`src/rtl/multu_datapath_pkg.sv`:
```
// Shared definitions for the unsigned multiply unit (control stage and datapath).
// Holds the operand/product widths, the adder function code and the decoded
// datapath operation type used by multu_datapath.
package multu_datapath_pkg;

    localparam int unsigned OPERAND_W = 32;
    localparam int unsigned PRODUCT_W = 64;

    // Addu_ctrl code meaning "add multiplicand"; every other code adds zero.
    localparam logic [5:0] ADDU_FUNCT = 6'b001001;

    // Datapath operation selected by W_ctrl/SRL_ctrl when Load is low.
    typedef enum logic [1:0] {
        OP_HOLD,
        OP_WRITE,
        OP_SHIFT,
        OP_ADDSHIFT
    } dp_op_e;

    function automatic dp_op_e decode_op(input logic w, input logic srl);
        dp_op_e op;
        op = OP_HOLD;
        case ({w, srl})
            2'b10:   op = OP_WRITE;
            2'b01:   op = OP_SHIFT;
            2'b11:   op = OP_ADDSHIFT;
            default: op = OP_HOLD;
        endcase
        return op;
    endfunction

endpackage

```
`src/rtl/multu_datapath_addu32.sv`:
```
// addu32: 32-bit unsigned adder with carry out.
// Ports:
//   a, b   operands (OPERAND_W bits)
//   sum    low OPERAND_W bits of a + b
//   carry  carry out of the top bit
module addu32
    import multu_datapath_pkg::*;
(
    input  logic [OPERAND_W-1:0] a,
    input  logic [OPERAND_W-1:0] b,
    output logic [OPERAND_W-1:0] sum,
    output logic                 carry
);

    always_comb begin
        {carry, sum} = {1'b0, a} + {1'b0, b};
    end

endmodule

```
`src/rtl/multu_datapath.sv`:
```
// multu_datapath: shift-add datapath for a 32x32 -> 64 unsigned multiplier.
// The control stage watches LSB and drives Addu_ctrl/W_ctrl/SRL_ctrl each
// cycle; 32 add-and-shift cycles after Load leave the product in Product.
// Ports:
//   clk, Reset    clock and synchronous active-high reset
//   Load          capture Multiplicand and Multiplier (beats W_ctrl/SRL_ctrl)
//   Multiplicand  multiplicand operand
//   Multiplier    multiplier operand (loaded into the low product half)
//   Addu_ctrl     ADDU_FUNCT adds the multiplicand, anything else adds zero
//   SRL_ctrl      shift the product (with carry) right by one
//   W_ctrl        write the adder result into the upper product half
//   LSB           PROD[0], registered, for the control stage
//   Product       product register
module multu_datapath
    import multu_datapath_pkg::*;
(
    input  logic                 clk,
    input  logic                 Reset,
    input  logic                 Load,
    input  logic [OPERAND_W-1:0] Multiplicand,
    input  logic [OPERAND_W-1:0] Multiplier,
    input  logic [5:0]           Addu_ctrl,
    input  logic                 SRL_ctrl,
    input  logic                 W_ctrl,
    output logic                 LSB,
    output logic [PRODUCT_W-1:0] Product
);

    logic [OPERAND_W-1:0] mcnd;
    logic [PRODUCT_W-1:0] prod;
    logic                 carry_bit;

    logic [OPERAND_W-1:0] addend;
    logic [OPERAND_W-1:0] sum_lo;
    logic                 sum_carry;
    dp_op_e               op;

    always_comb begin
        addend = (Addu_ctrl == ADDU_FUNCT) ? mcnd : '0;
        op     = decode_op(W_ctrl, SRL_ctrl);
    end

    addu32 u_addu32 (
        .a     (prod[PRODUCT_W-1:OPERAND_W]),
        .b     (addend),
        .sum   (sum_lo),
        .carry (sum_carry)
    );

    always_ff @(posedge clk) begin
        if (Reset) begin
            mcnd      <= '0;
            prod      <= '0;
            carry_bit <= 1'b0;
        end else if (Load) begin
            mcnd      <= Multiplicand;
            prod      <= {{OPERAND_W{1'b0}}, Multiplier};
            carry_bit <= 1'b0;
        end else begin
            case (op)
                OP_WRITE: begin
                    {carry_bit, prod[PRODUCT_W-1:OPERAND_W]} <= {sum_carry, sum_lo};
                end
                OP_SHIFT: begin
                    prod      <= {carry_bit, prod[PRODUCT_W-1:1]};
                    carry_bit <= 1'b0;
                end
                OP_ADDSHIFT: begin
                    // Add and shift fused: the 33-bit sum lands directly in
                    // PROD[63:31], so the carry never needs to be parked in C.
                    prod      <= {sum_carry, sum_lo, prod[OPERAND_W-1:1]};
                    carry_bit <= 1'b0;
                end
                default: ;
            endcase
        end
    end

    always_comb begin
        LSB     = prod[0];
        Product = prod;
    end

endmodule

```
`config.mk`:
```
export PLATFORM = sky130hd
export DESIGN_NAME = multu_datapath
export DESIGN_NICKNAME = d
export VERILOG_FILES = /design/src/rtl/multu_datapath_pkg.sv /design/src/rtl/multu_datapath_addu32.sv /design/src/rtl/multu_datapath.sv
export SDC_FILE = /design/constraint.sdc
export NUM_CORES = 1
export LEC_CHECK = 0
export CORE_ASPECT_RATIO = 0.9
export CORE_UTILIZATION = 38
export CTS_CLUSTER_DIAMETER = 30
export DETAILED_ROUTE_END_ITERATION = 10
export PLACE_DENSITY = 0.62
export SYNTH_ARGS = -nofsm -noshare
export SYNTH_HDL_FRONTEND = slang
export SYNTH_SLANG_ARGS = --single-unit
```
`constraint.sdc`:
```
create_clock -name clk -period 6.9 [get_ports clk]
set_input_delay 1.035 -clock clk [delete_from_list [all_inputs] [get_ports clk]]
set_output_delay 1.035 -clock clk [all_outputs]
set_load 0.005 [all_outputs]
```
==> impl_metrics.ini <==
[logic_synthesis]
syn_avg_cell_area_um2 = 8.55
ys_async_sr_fraction_pct = 0
synth_edf_count = 0
syn_area_um2 = 6320
synthesis.nets = 847
synth_ff_type = dfxtp_1
netlist_instances = 739
ys_seq_area_share_pct = 30.7
yosys.cell_types.count = 58
ys_ff_latch = 97
yosysWarnings = 0

[global_routing]
grt_max_degree = 67
track_usage_pct = 20.0
grt_pass1_wl_mm = 27.2
antenna_found_initial = 0
overflow = 0
grt_pass1_vias = 5415

[pwr]
p_total_uw = 1300
p_leak_uw = 0.00349
ir_drop_mv = 0.115
power.density_nw_per_um2 = 160

[detailed_routing]
drc_errors = 0
drt_iter0_drc = 286
vias = 5658
firstDrtPassIters = 5
viasPerCell = 5.32
routedWlPerCell_um = 15.7
drt-total-wl_mm = 16.6
ant_nets = 0

[cells_and_area]
multi_input_area_um2 = 4130
area_growth_pct = 28.2
fillers = 1597
final_util_pct = 50.1
drive_gt1_share_pct = 7.36
final_area_um2 = 8100
register_area_um2 = 1940
final_nets = 959
antenna_cells = 0

[die]
die_x_um = 138
rows = 44
die-area_um2 = 17200
die_h_um = 124
boundaryPins = 140
core_area_um2 = 16200
start_util_pct = 39.0

[critical_path]
required_ps = 7150
worstPathCellList = clkdlybuf4s50_1 -> nand4bb_1 -> nor3_2 -> buf_4 -> and2_1 -> ha_1 -> inv_1 -> fa_1 -> nand2b_1 -> a21o_1 -> a211o_1 -> a31oi_1 -> nor2_1 -> xnor2_1 -> mux4_2 -> and2_1
r2r.worst_path.cells = 12
slowest_stage = mux4_2
r2r_end = Product[45]
path_buf_inv = 3
endpoint_kind = flip-flop
crit_top_cell = and2_1
reg2reg_slack_ps = 3820
critPathMaxFanout = 32
timing.rr.start = mcnd[0]
path_delay_family = simple AND/OR/NAND/NOR gates
start_kind = primary input
criticalPathCategory = primary input to flip-flop
cp_data_arrival_time_ps = 4770
max_stage_delay_ps = 460

[cts]
clkSlewWorstSetupHoldPaths_ps = 70
clockBufferDepth = 2
cts_resized = 0
cts_sinks = 97
cts_tree = yes
ctsHoldBuffers = 0
post_cts_buffers = 0
cts_buffers = 9
h-tree-depth = 3
insertion_delay_ps = 360
ctsRootBufferMaster = clkbuf_16

[sta]
period_minus_slack_ps = 4520
fin_ws_ps = 2380
finClkSkew_ps = 9.84
drv_slew = 0
hold_viol = 0
period_share_pct = 65.5
fmax_ghz = 0.221
grt_setup_unrepaired = false
slew-limit-headroom_pct = 41.8
max_slew.worst_pin.slew_ps = 873
tns_ps = 0
setup_violations = 0

[run_status]
status = completed

[placed_design]
place_area_um2 = 7800
routabilityCongestion = 0.860
dp_hpwl_mm = 11.9
port_buffers = 139
dp_slack_ps = 1980

[hold_path]
min_path_cells = 2
worstHoldStart = mcnd[29]
whs_endpoint = mcnd[29]
hold_class = flip-flop to flip-flop

[job]
cap_violations = 0
==> state kept, by name, summed over array words and instances, names as in the netlist <==
name and flops:
Product 64, mcnd 32, carry_bit 1
==> cell families (layout without fill, tap and decap cells) <==
logic type,Yosys count,in the layout,synth area share [%]
buf+inv,56,173,3.96
simple gates,260,260,19.3
xor+xnor,23,23,3.19
fa+ha+maj,33,33,6.65
flops,97,97,30.7
compound gates,171,171,16.4
mux,99,99,19.8
==> cell type report <==
| cell class | count | area share (%) |
|---|---|---|
| clock inverter | 7 | 0.896 |
| inverter | 12 | 0.556 |
| timing repair buffer | 145 | 17.6 |
| multi-input combinational | 586 | 51.0 |
| tap | 207 | 3.20 |
| clock buffer | 9 | 2.78 |
| sequential | 97 | 24.0 |
==> worst min-delay path: stages, from the launching register on <==
cell and delay (ps):
dfxtp_1 320, mux2i_1 60, nor2_1 70
==> worst max path at each step <==
stage / start / end / slack [ps] / cells past startpoint
finish: Addu_ctrl[2] / Product[45] / 2380 / 16
global route: Addu_ctrl[2] / Product[45] / 2200 / 16
CTS: Addu_ctrl[2] / Product[45] / 2380 / 16
detailed placement: Addu_ctrl[2] / Product[45] / 1980 / 16
global placement: Addu_ctrl[2] / Product[45] / 2060 / 16
floorplan: Addu_ctrl[1] / Product[45] / 2690 / 15
==> layout by cell type, fill, tap and decap left out, types with 9 or more instances in the layout <==
| master | count |
|---|---|
| ha_1 | 32 |
| mux2i_1 | 70 |
| a21o_1 | 14 |
| nand2_1 | 27 |
| nor2_1 | 128 |
| mux4_2 | 17 |
| nor3_1 | 13 |
| o21ai_0 | 30 |
| a21oi_1 | 77 |
| mux2_2 | 10 |
| inv_1 | 12 |
| clkbuf_16 | 9 |
| nand3_1 | 9 |
| clkdlybuf4s50_1 | 136 |
| dfxtp_1 | 97 |
| xnor2_1 | 15 |
| and2_1 | 52 |
==> layer usage <==
layer / track usage [%] / up-vias / routed length, um
li1: - / 2856 / -
met1: 27.6 / 2618 / 8060
met2: 30.1 / 173 / 7240
met3: 5.90 / 11 / 1220
met4: 5.12 / 0 / 128
met5: 0 / - / 0
==> stage by stage <==
stage | cells | hold slack, ps
floorplan | 739 | 452
global route | 1063 | 516
finish | 1063 | 489
detailed placement | 1047 | 478
CTS | 1063 | 498
global placement | 1047 | 465
==> power by group <==
group          leakage [uW]  switching [uW]  total [uW]  internal [uW]
Clock              0.000143             252         508            256
Combinational       0.00255            80.8         185            104
Sequential         0.000795            17.8         602            584
Total               0.00349             351        1300            945
==> synthesized netlist by cell type (all sizes together) (2+ instances only) <==
cell | instances | area share, %
o211ai | 5 | 0.59
a21o | 16 | 1.9
mux2 | 10 | 1.8
nand3 | 9 | 0.71
mux4 | 19 | 6.9
o21bai | 4 | 0.48
and4 | 2 | 0.28
nand2b | 6 | 0.59
and3 | 8 | 0.79
or3 | 3 | 0.30
ha | 32 | 6.3
mux2i | 70 | 11
dfxtp | 97 | 31
buf | 17 | 1.3
inv | 12 | 0.71
o22ai | 3 | 0.30
a211oi | 5 | 0.67
xor2 | 8 | 1.1
nand2 | 27 | 1.6
o21a | 5 | 0.61
xnor2 | 15 | 2.1
a21oi | 79 | 6.4
and2 | 52 | 5.1
o31ai | 2 | 0.24
o21ai | 31 | 2.5
nor2 | 128 | 7.6
o221ai | 2 | 0.28
a41oi | 2 | 0.28
or2 | 3 | 0.30
nand4 | 4 | 0.40
clkbuf | 27 | 1.9
nor3 | 14 | 1.1
a31oi | 6 | 0.59
o211a | 3 | 0.48
a211o | 2 | 0.28
Note: power is estimated with default switching activity, not from simulation.
==> RTL edit (same settings) <==
Register the inputs `Load`, `Multiplicand`, `Multiplier`, `Addu_ctrl`, `SRL_ctrl` and `W_ctrl` before use, cleared by the reset. The logic sees them one clock later. Comments in the files are not updated.
--- a/src/rtl/multu_datapath.sv
+++ b/src/rtl/multu_datapath.sv
@@ -28,2 +28,27 @@
 
+    logic Load_q;
+    logic [OPERAND_W-1:0] Multiplicand_q;
+    logic [OPERAND_W-1:0] Multiplier_q;
+    logic [5:0] Addu_ctrl_q;
+    logic SRL_ctrl_q;
+    logic W_ctrl_q;
+
+    always_ff @(posedge clk) begin
+        if (Reset) begin
+            Load_q         <= '0;
+            Multiplicand_q <= '0;
+            Multiplier_q   <= '0;
+            Addu_ctrl_q    <= '0;
+            SRL_ctrl_q     <= '0;
+            W_ctrl_q       <= '0;
+        end else begin
+            Load_q         <= Load;
+            Multiplicand_q <= Multiplicand;
+            Multiplier_q   <= Multiplier;
+            Addu_ctrl_q    <= Addu_ctrl;
+            SRL_ctrl_q     <= SRL_ctrl;
+            W_ctrl_q       <= W_ctrl;
+        end
+    end
+
     logic [OPERAND_W-1:0] mcnd;
@@ -38,4 +63,4 @@
     always_comb begin
-        addend = (Addu_ctrl == ADDU_FUNCT) ? mcnd : '0;
-        op     = decode_op(W_ctrl, SRL_ctrl);
+        addend = (Addu_ctrl_q == ADDU_FUNCT) ? mcnd : '0;
+        op     = decode_op(W_ctrl_q, SRL_ctrl_q);
     end
@@ -54,5 +79,5 @@
             carry_bit <= 1'b0;
-        end else if (Load) begin
-            mcnd      <= Multiplicand;
-            prod      <= {{OPERAND_W{1'b0}}, Multiplier};
+        end else if (Load_q) begin
+            mcnd      <= Multiplicand_q;
+            prod      <= {{OPERAND_W{1'b0}}, Multiplier_q};
             carry_bit <= 1'b0;
Check against the original RTL: not equivalent (a bounded check fails within 4 cycles, from zero or initial values and one cycle with Reset high).
==> RTL edit against the original RTL <==
Via count up 5.5%. Total power up 68%. Wire length up 5.8%. Area after synthesis up 26%. Count of clock-buffer cells in the layout up 8. Critical path type is now flip-flop to flip-flop. Setup slack better by 350 ps. Cell area up 25%. Sequential cell count up 73. Combinational power down 10%. Synthesized cell count up 11%. Utilization up 0.074 points. Clock power up 90%.
==> RTL edit: results (changes against the original RTL) <==
set qor(filler_cell_count) 1898 ;# +19%
set qor(post-place-ws_ps) 2750 ;# +770 ps
set qor(dpl-instance-area_mm2) 0.00953 ;# +22%
set qor(cp_data_arrival_time_ps) 4500 ;# -270 ps
set qor(synth.lib_cells_used.distinct) 50 ;# -14%
set qor(grt_first_pass_wirelength_mm) 28.9 ;# +6.1%
set qor(dp.cells) 1172 ;# +12%
set qor(critical_path.slowest_cell) {sky130_fd_sc_hd__nor3_2}
set qor(fraction_of_the_mapped_netlist_area_in_adder_cells) 0.0528 ;# -0.0137
set qor(cts_max_level) 4 ;# +1
set qor(run_status) {completed}
set qor(detailroute.wirelength.met2_mm) 7.28 ;# +0.65%
set qor(worstRegToRegCells) 15 ;# +3
set qor(gp_congestion) 0.881 ;# +2.5%
set qor(critPathKind) {flip-flop to flip-flop}
set qor(postSynthCellCount) 823 ;# +11%
set qor(synth_fp_nets) 931 ;# +9.9%
set qor(worst_slew_margin_rel) 0.373 ;# -0.0452
set qor(inserted_clock_buffers) 17 ;# +8
set qor(tritonroute_pass_1_iters) 4 ;# -1
set qor(vdd.ir_drop.worst_mv) 0.121 ;# +5.1%
set qor(ys_top_cells_by_count) {sky130_fd_sc_hd__dfxtp_1, sky130_fd_sc_hd__nor2_1, sky130_fd_sc_hd__nor2b_1}
set qor(layout-drive-gt1-share) 0.0864 ;# +0.0128
set qor(p_sw_frac) 0.259 ;# -0.0113
set qor(critical-path-max-stage-delay_ps) 710 ;# +250 ps
set qor(grtUsageTotal) 0.169 ;# -0.0307
set qor(grt_util_met3) 0.0642 ;# +0.00514
RTL edit: cell types whose count changed in the layout (fill, tap and decap cells not counted), sizes merged, moves of 6 or more:
cell / delta
nor2b: +80
dfxtp: +73
a21oi: -18
nor2: -17
o21ai: -14
nor3: -9
clkbuf: +8
mux2: -6
RTL edit: power by group through the flow:
stage | logic (mW) | registers [mW] | clock network (mW)
floorplan | 0.0982 | 1.05 | 0
global placement | 0.166 | 1.07 | 0
detailed placement | 0.168 | 1.07 | 0
CTS | 0.168 | 1.04 | 0.994
global route | 0.184 | 1.05 | 1.04
finish | 0.166 | 1.04 | 0.967
RTL edit: layout make-up:
type                       instances  area (um^2)  share of cell area
multi-input combinational        593         4330               0.427
sequential                       170         3410               0.336
timing repair buffer             145         1430               0.141
clock buffer                      17          425              0.0419
tap                              255          319              0.0315
clock inverter                    15          190              0.0187
inverter                           9         33.8             0.00333
antenna                            1         2.50            0.000247
